[src/rtl/fp_add_normalize_round_pkg.sv]
// Shared widths, payload types and small helpers for the FP add/sub
// normalize-and-round stage.
package fp_pkg;

   localparam int unsigned EXP_W   = 8;
   localparam int unsigned MAN_W   = 23;
   localparam int unsigned MW      = MAN_W + 5;
   localparam int unsigned RES_W   = 1 + EXP_W + MAN_W;
   localparam int unsigned BIAS    = (1 << (EXP_W - 1)) - 1;
   localparam int unsigned EXP_MAX = (1 << EXP_W) - 1;
   localparam int unsigned LZ_W    = $clog2(MW + 1);

   typedef struct packed {
      logic             sign;
      logic [EXP_W-1:0] exp;
      logic [MW-1:0]    mant;
   } fp_raw_t;

   typedef struct packed {
      logic overflow;
      logic underflow;
      logic inexact;
   } fp_flags_t;

   // 8-bit leading-zero count; a result of 8 marks an all-zero tile.
   function automatic logic [3:0] lzc8(input logic [7:0] v);
      logic [3:0] n;
      n = 4'd8;
      for (int i = 0; i < 8; i++) begin
         if (v[i]) n = 4'(7 - i);
      end
      return n;
   endfunction

endpackage

[src/rtl/fp_add_normalize_round_if.sv]
// Input beat and output result handshake bundle for the normalize/round stage.
interface fp_add_normalize_round_if;
   import fp_pkg::*;

   logic             in_valid;
   logic             in_ready;
   logic             in_sign;
   logic [EXP_W-1:0] in_exp;
   logic [MW-1:0]    in_mant;
   logic             out_valid;
   logic             out_ready;
   logic [RES_W-1:0] out_result;
   logic             out_overflow;
   logic             out_underflow;
   logic             out_inexact;

   modport master (
      output in_valid, in_sign, in_exp, in_mant, out_ready,
      input  in_ready, out_valid, out_result, out_overflow, out_underflow, out_inexact
   );

   modport slave (
      input  in_valid, in_sign, in_exp, in_mant, out_ready,
      output in_ready, out_valid, out_result, out_overflow, out_underflow, out_inexact
   );

endinterface

[src/rtl/fp_add_normalize_round_lzc.sv]
// Leading-zero counter over the MW-bit mantissa, assembled from 8-bit tiles.
module lzc_mw
   import fp_pkg::*;
(
   input  logic [MW-1:0]   i_data,
   output logic [LZ_W-1:0] o_lz,
   output logic            o_zero
);

   localparam int unsigned NT  = (MW + 7) / 8;
   localparam int unsigned PAD = NT * 8 - MW;

   logic [NT*8-1:0] w_pad;
   logic [3:0]      w_tile [NT];

   // Ones below the data cap the padded count at exactly MW for a zero input.
   assign w_pad  = {i_data, {PAD{1'b1}}};
   assign o_zero = (i_data == '0);

   for (genvar t = 0; t < NT; t++) begin : g_tile
      assign w_tile[t] = lzc8(w_pad[(NT - t) * 8 - 1 -: 8]);
   end

   // Most significant non-empty tile wins; scanned low-to-high so it lands last.
   always_comb begin
      o_lz = '0;
      for (int t = int'(NT) - 1; t >= 0; t--) begin
         if (!w_tile[t][3]) o_lz = LZ_W'(t * 8) + LZ_W'(w_tile[t][2:0]);
      end
   end

endmodule

[src/rtl/fp_add_normalize_round.sv]
// Two-stage post-adder pipeline: normalize (LZC + shift + denormal clamp),
// then round-to-nearest-even with overflow handling into a packed result.
module fp_add_normalize_round
   import fp_pkg::*;
(
   input logic                     clk,
   input logic                     rst_n,
   fp_add_normalize_round_if.slave bus
);

   logic                    w_adv;
   logic [LZ_W-1:0]         w_lz;
   logic                    w_zero;
   logic signed [EXP_W+1:0] w_sh;
   logic signed [EXP_W+1:0] w_diff;
   logic [LZ_W-1:0]         w_shamt;
   fp_raw_t                 w_s1_d;

   logic                    r_s1_valid;
   fp_raw_t                 r_s1;
   logic                    r_out_valid;
   logic [RES_W-1:0]        r_result;
   fp_flags_t               r_flags;

   logic                    w_g, w_r, w_s, w_lsb, w_rup;
   logic [MAN_W+1:0]        w_sum;
   logic [EXP_W:0]          w_exp_r;
   logic [MAN_W-1:0]        w_frac_r;
   logic [RES_W-1:0]        w_result;
   fp_flags_t               w_flags;
   logic                    w_unused;

   assign w_adv    = ~r_out_valid | bus.out_ready;
   assign w_unused = r_s1.mant[MW-1];

   lzc_mw u_lzc (
      .i_data (bus.in_mant),
      .o_lz   (w_lz),
      .o_zero (w_zero)
   );

   // Stage 1: bring the leading one to the hidden position, clamped at exp 0.
   always_comb begin
      w_s1_d  = '0;
      w_shamt = '0;
      w_sh    = $signed((EXP_W + 2)'(w_lz) - (EXP_W + 2)'(1));
      w_diff  = $signed((EXP_W + 2)'(bus.in_exp)) - w_sh;
      if (w_zero) begin
         w_s1_d = '0;
      end else if (bus.in_mant[MW-1]) begin
         w_s1_d.sign = bus.in_sign;
         w_s1_d.exp  = bus.in_exp + EXP_W'(1);
         w_s1_d.mant = {1'b0, bus.in_mant[MW-1:2], bus.in_mant[1] | bus.in_mant[0]};
      end else begin
         w_s1_d.sign = bus.in_sign;
         if (w_diff > $signed((EXP_W + 2)'(0))) begin
            w_shamt    = LZ_W'(w_sh);
            w_s1_d.exp = EXP_W'(w_diff);
         end else begin
            w_shamt    = (bus.in_exp != '0) ? LZ_W'(bus.in_exp - EXP_W'(1)) : '0;
            w_s1_d.exp = '0;
         end
         w_s1_d.mant = bus.in_mant << w_shamt;
      end
   end

   // Stage 2: RNE increment, renormalize on carry-out, saturate to infinity.
   always_comb begin
      w_g      = r_s1.mant[2];
      w_r      = r_s1.mant[1];
      w_s      = r_s1.mant[0];
      w_lsb    = r_s1.mant[3];
      w_rup    = w_g & (w_r | w_s | w_lsb);
      w_sum    = {1'b0, r_s1.mant[MW-2:3]} + (MAN_W + 2)'(w_rup);
      w_exp_r  = {1'b0, r_s1.exp};
      w_frac_r = w_sum[MAN_W-1:0];
      if (w_sum[MAN_W+1]) begin
         w_exp_r  = w_exp_r + (EXP_W + 1)'(1);
         w_frac_r = '0;
      end else if ((r_s1.exp == '0) && w_sum[MAN_W]) begin
         w_exp_r = (EXP_W + 1)'(1);
      end
      w_flags  = '0;
      w_result = {r_s1.sign, w_exp_r[EXP_W-1:0], w_frac_r};
      if (w_exp_r >= (EXP_W + 1)'(EXP_MAX)) begin
         w_flags.overflow = 1'b1;
         w_result         = {r_s1.sign, EXP_W'(EXP_MAX), MAN_W'(0)};
      end
      w_flags.inexact   = w_g | w_r | w_s | w_flags.overflow;
      w_flags.underflow = (w_exp_r == '0) & w_flags.inexact;
   end

   // Both stages advance together, bubbles included, whenever the output is free.
   always_ff @(posedge clk) begin
      if (!rst_n) begin
         r_s1_valid  <= 1'b0;
         r_s1        <= '0;
         r_out_valid <= 1'b0;
         r_result    <= '0;
         r_flags     <= '0;
      end else if (w_adv) begin
         r_s1_valid  <= bus.in_valid;
         r_s1        <= w_s1_d;
         r_out_valid <= r_s1_valid;
         r_result    <= w_result;
         r_flags     <= w_flags;
      end
   end

   assign bus.in_ready      = w_adv;
   assign bus.out_valid     = r_out_valid;
   assign bus.out_result    = r_result;
   assign bus.out_overflow  = r_flags.overflow;
   assign bus.out_underflow = r_flags.underflow;
   assign bus.out_inexact   = r_flags.inexact;

endmodule

[src/flat_wrapper.sv]
// flat-port wrapper written by rule: the top's interface ports become plain ports
module fp_add_normalize_round_flat import fp_pkg::*;
  (clk, rst_n, bus_in_valid, bus_in_sign, bus_in_exp, bus_in_mant, bus_out_ready, bus_in_ready, bus_out_valid, bus_out_result, bus_out_overflow, bus_out_underflow, bus_out_inexact);
  fp_add_normalize_round_if bus_i ();
  input logic clk;
  input logic rst_n;
  input wire logic [$bits(bus_i.in_valid)-1:0] bus_in_valid;
  input wire logic [$bits(bus_i.in_sign)-1:0] bus_in_sign;
  input wire logic [$bits(bus_i.in_exp)-1:0] bus_in_exp;
  input wire logic [$bits(bus_i.in_mant)-1:0] bus_in_mant;
  input wire logic [$bits(bus_i.out_ready)-1:0] bus_out_ready;
  output wire logic [$bits(bus_i.in_ready)-1:0] bus_in_ready;
  output wire logic [$bits(bus_i.out_valid)-1:0] bus_out_valid;
  output wire logic [$bits(bus_i.out_result)-1:0] bus_out_result;
  output wire logic [$bits(bus_i.out_overflow)-1:0] bus_out_overflow;
  output wire logic [$bits(bus_i.out_underflow)-1:0] bus_out_underflow;
  output wire logic [$bits(bus_i.out_inexact)-1:0] bus_out_inexact;
  assign bus_i.in_valid = bus_in_valid;
  assign bus_i.in_sign = bus_in_sign;
  assign bus_i.in_exp = bus_in_exp;
  assign bus_i.in_mant = bus_in_mant;
  assign bus_i.out_ready = bus_out_ready;
  assign bus_in_ready = bus_i.in_ready;
  assign bus_out_valid = bus_i.out_valid;
  assign bus_out_result = bus_i.out_result;
  assign bus_out_overflow = bus_i.out_overflow;
  assign bus_out_underflow = bus_i.out_underflow;
  assign bus_out_inexact = bus_i.out_inexact;
  fp_add_normalize_round u_core (.clk(clk), .rst_n(rst_n), .bus(bus_i));
endmodule
[config.mk]
export PLATFORM = sky130hd
export DESIGN_NAME = fp_add_normalize_round_flat
export DESIGN_NICKNAME = d
export VERILOG_FILES = /design/src/rtl/fp_add_normalize_round_pkg.sv /design/src/rtl/fp_add_normalize_round_if.sv /design/src/rtl/fp_add_normalize_round_lzc.sv /design/src/rtl/fp_add_normalize_round.sv /design/src/flat_wrapper.sv
export SDC_FILE = /design/constraint.sdc
export NUM_CORES = 1
export LEC_CHECK = 0
export ABC_AREA = 1
export ABC_CLOCK_PERIOD_IN_PS = 5140
export CELL_PAD_IN_SITES_DETAIL_PLACEMENT = 1
export CELL_PAD_IN_SITES_GLOBAL_PLACEMENT = 1
export CORE_MARGIN = 1.5
export CORE_UTILIZATION = 45
export CTS_CLUSTER_DIAMETER = 120
export DETAILED_ROUTE_END_ITERATION = 7
export DONT_BUFFER_PORTS = 1
export GPL_ROUTABILITY_DRIVEN = 0
export PLACE_DENSITY = 0.9
export SLEW_MARGIN = 20
export SYNTH_ARGS = -nofsm -noshare
export SYNTH_HDL_FRONTEND = slang
export SYNTH_HIERARCHICAL = 1
export SYNTH_SLANG_ARGS = --single-unit
[constraint.sdc]
create_clock -name clk -period 5.14 [get_ports clk]
set_input_delay 0.771 -clock clk [delete_from_list [all_inputs] [get_ports clk]]
set_output_delay 0.771 -clock clk [all_outputs]
set_load 0.02 [all_outputs]
==> reports/metrics.cfg <==
[status]
run_status=finished clean

[setup_path]
worst_path_largest_cell_delay_ns=0.42
ff2ff_path_depth=22
worstPathMaxFanout=14
crit_cells=33
cp_common_cell=sky130_fd_sc_hd__nand2_1
capturing_point_of_the_worst_reg2reg_path=u_core/bus.out_result[7]$_SDFFE_PN0P_
worstSetupStartpointType=primary input
timing.critical_path.arrival_ns=5.30
critPathBufInv=5
slowest_stage_cell_crit_path=sky130_fd_sc_hd__fa_1
ff2ff_setup_slack_ns=1.36
timing.critical_path.to_type=flop
critical_path_required_ns=5.34
critPathTopFamily=simple AND/OR/NAND/NOR gates
r2r_start=u_core/r_s1[2]$_SDFFE_PN0P_
path_class=primary input to flop

[route]
number_of_routed_nets_with_antenna_violations=0
initialDrtViolationCount=572
via_count=8079
wirelength_um=26000
wl_per_cell_um=19.6
post_drt_via_cell_ratio=6.09
drtPass1Iterations=5
drc_errors=0

[global_routing]
pin_count_of_the_biggest_net_entering_global_routing=66
gr-max-usage-layer=met2
gr-usage-met2_pct=56.2
globalRouteMet1Util_pct=36.7
first_global_vias=8232
grt.met3_usage_pct=6.33
grtUsageTotal_pct=32.1
antenna_found_initial=0
gr-total-overflow=0
grt_pass1_wl_um=41000

[clock_network]
h-tree-depth=3
post_cts_hold_buffer_count=0
max-clock-path-buffers=2
worst_skew_pair_later_pin_latency_ns=0.34
tritoncts=done
path_clk_slew_ns=0.05
clk_root_buffer_cell=sky130_fd_sc_hd__clkbuf_16
cts-buffers-inserted=9
cts_sinks=73

[timing]
fin_worst_skew_ns=0.0113
post-route-min-period_ns=5.10
transition_at_the_pin_with_the_smallest_max_transition_slack_ns=0.795
timing.hold.ws_ns=0.471
maxSlewViolCount=0
max_freq_mhz=196
hold_viol_final=0
max_slew_margin_vs_limit_pct=46.9
period_share_pct=99.2
setup_violations=0

[logic_synthesis]
ys_async_sr_fraction_pct=0
syn_inst=1159
synthDominantCellAreaShare_pct=21.7
yosys-top-cells-area=sky130_fd_sc_hd__dfxtp_1, sky130_fd_sc_hd__nand2_1, sky130_fd_sc_hd__nand3_1
yosysUniqueCellTypes=49
ys_warn_count=6
synth_sequential_area_ratio_pct=21.7
synth-edff-count=0
yosys.area.top_type=sky130_fd_sc_hd__dfxtp_1
netlist_area_um2=6720
postSynthRegisterBits=73
syn-num-nets=1215
synth.avg_cell_area_um2=5.80
dominant_register_cell_in_the_synthesized_netlist=sky130_fd_sc_hd__dfxtp_1

[hold_path]
whs_endpoint=u_core/r_s1[0]$_SDFFE_PN0P_
hold_depth=2
worst_hold_path_type=flop to flop
min-delay-start=u_core/r_s1[0]$_SDFFE_PN0P_

[placed_design]
port_buffers=0
dpl.hpwl_um=18700
numPlacedInstances=1312

[layout]
count_of_fill_cells_added_during_filler_insertion=2090
instances_no_fill=1327
syn_to_final_growth_pct=8.15
post_route_cells_drive_above_1_share_pct=9.97
multi_input_comb_area_um2=4580
nNetsFinal=1196
antenna_cells_inserted=0
regArea_um2=1460

[flow_run]
max_cap_viol_count=0

[floorplanning]
die-area_um2=15700
die_h_um=125
fp.coreArea_um2=14500
initial_utilization_pct=46.2
io_pins=78
die_x_um=125
num_rows=44

[power_and_ir_drop]
powerDensity_nw_per_um2=318
vdd_ir_drop_max_v=0.000189
total_leakage_power_nw=3.41

-- tightest hold or removal path, stage by stage (launching register included) --
cell,delay [ns]
sky130_fd_sc_hd__dfxtp_1,0.30
sky130_fd_sc_hd__nand2_1,0.06
sky130_fd_sc_hd__a21oi_1,0.06
-- power breakdown --
part           internal [mW]  switching (mW)  leakage, nW
Combinational          0.327           0.659         2.66
Clock                  0.381           0.236        0.144
Sequential             0.622          0.0861        0.603
-- metal layers --
layer  vias to the layer above  routed length (um)
li1                       3756                   -
met1                      3857               10200
met2                       344               12600
met3                       122                1740
met4                         0                1450
met5                         -                   0
-- layout by cell type (no fill, tap or decap), drive strengths merged, types with 2 or more instances in the layout --
cell type / count
nand2: 360
dfxtp: 73
or2: 3
xnor2: 7
buf: 23
a21o: 3
o211ai: 10
o21bai: 6
nand3b: 2
inv: 126
xor2: 13
a21oi: 100
clkinv: 5
nor2: 79
a31oi: 2
nand3: 209
and2: 2
nor3: 19
ha: 14
nand4: 10
nor4: 5
o21ai: 54
clkbuf: 10
-- cell families after synthesis --
kind of cell	after synthesis	share of synthesized area [%]
DFF	73	21.7
and+or+nand+nor	691	46.9
AOI/OAI and AO/OA	179	14.5
xor gates and xnor gates	20	2.61
buffers and inverters	181	11.3
adders and majority gates	15	2.90
-- how the worst max path moves through the flow --
stage | start | endpoint
5_1_grt | bus_in_mant[19] | u_core/r_s1[22]$_SDFFE_PN0P_
4_1_cts | bus_in_mant[13] | u_core/r_s1[22]$_SDFFE_PN0P_
6_report | bus_in_mant[19] | u_core/r_s1[22]$_SDFFE_PN0P_
2_1_floorplan | bus_in_mant[21] | u_core/r_s1[24]$_SDFFE_PN0P_
3_5_place_dp | bus_in_mant[13] | u_core/r_s1[16]$_SDFFE_PN0P_
3_3_place_gp | bus_in_mant[21] | u_core/r_s1[16]$_SDFFE_PN0P_
-- stage by stage --
stage / area, um^2 / power, mW / setup slack, ns / utilization [%] / setup TNS (ns)
3_5_place_dp: 6900 / 1.64 / -0.184 / 47.5 / -3.09
4_1_cts: 7190 / 2.27 / 0.0273 / 49.4 / 0
6_report: 7270 / 2.31 / 0.0406 / 50.0 / 0
3_3_place_gp: 6900 / 1.60 / 0.158 / 47.5 / 0
2_1_floorplan: 6720 / 1.39 / 0.673 / - / 0
5_1_grt: 7270 / 2.44 / -0.145 / 50.0 / -0.442
-- Yosys cell counts (2+ instances only) --
master,instances
sky130_fd_sc_hd__a21o_1,3
sky130_fd_sc_hd__a21oi_1,100
sky130_fd_sc_hd__and2_1,2
sky130_fd_sc_hd__buf_1,2
sky130_fd_sc_hd__buf_2,10
sky130_fd_sc_hd__buf_4,6
sky130_fd_sc_hd__buf_6,6
sky130_fd_sc_hd__clkbuf_1,29
sky130_fd_sc_hd__clkinv_1,2
sky130_fd_sc_hd__dfxtp_1,73
sky130_fd_sc_hd__ha_1,14
sky130_fd_sc_hd__inv_1,107
sky130_fd_sc_hd__inv_2,18
sky130_fd_sc_hd__nand2_1,344
sky130_fd_sc_hd__nand2_2,10
sky130_fd_sc_hd__nand2_4,6
sky130_fd_sc_hd__nand3_1,203
sky130_fd_sc_hd__nand3_2,6
sky130_fd_sc_hd__nand3b_1,2
sky130_fd_sc_hd__nand4_1,9
sky130_fd_sc_hd__nor2_1,66
sky130_fd_sc_hd__nor2_2,7
sky130_fd_sc_hd__nor2_4,6
sky130_fd_sc_hd__nor3_1,14
sky130_fd_sc_hd__nor3_2,4
sky130_fd_sc_hd__nor4_1,4
sky130_fd_sc_hd__o211ai_1,10
sky130_fd_sc_hd__o21ai_0,37
sky130_fd_sc_hd__o21ai_1,14
sky130_fd_sc_hd__o21ai_2,3
sky130_fd_sc_hd__o21bai_1,6
sky130_fd_sc_hd__xnor2_1,7
sky130_fd_sc_hd__xor2_1,13
-- timing repair --
item	in CTS	in global routing
buffers inserted	0	1
gates resized for setup	1	15
endpoints found under the hold margin	0	0
setup endpoints to repair	1	27
pin swaps	0	2
-- registers in the layout (all words and copies together) (netlist names) --
register                  cells
u_core/r_s1                  36
u_core/bus.out_valid          1
u_core/bus.out_overflow       1
u_core/bus.out_underflow      1
u_core/bus.out_inexact        1
u_core/r_s1_valid             1
u_core/bus.out_result        32
-- layout make-up --
type                            instances  share of cell area, %
Multi-Input combinational cell        905                   63.1
Sequential cell                        73                   20.1
Inverter                              128                   6.64
Clock buffer                           10                   3.29
Tap cell                              184                   3.17
Timing Repair Buffer                   23                   3.12
Clock inverter                          4                  0.620
Note: power is estimated with default switching activity, not from simulation.
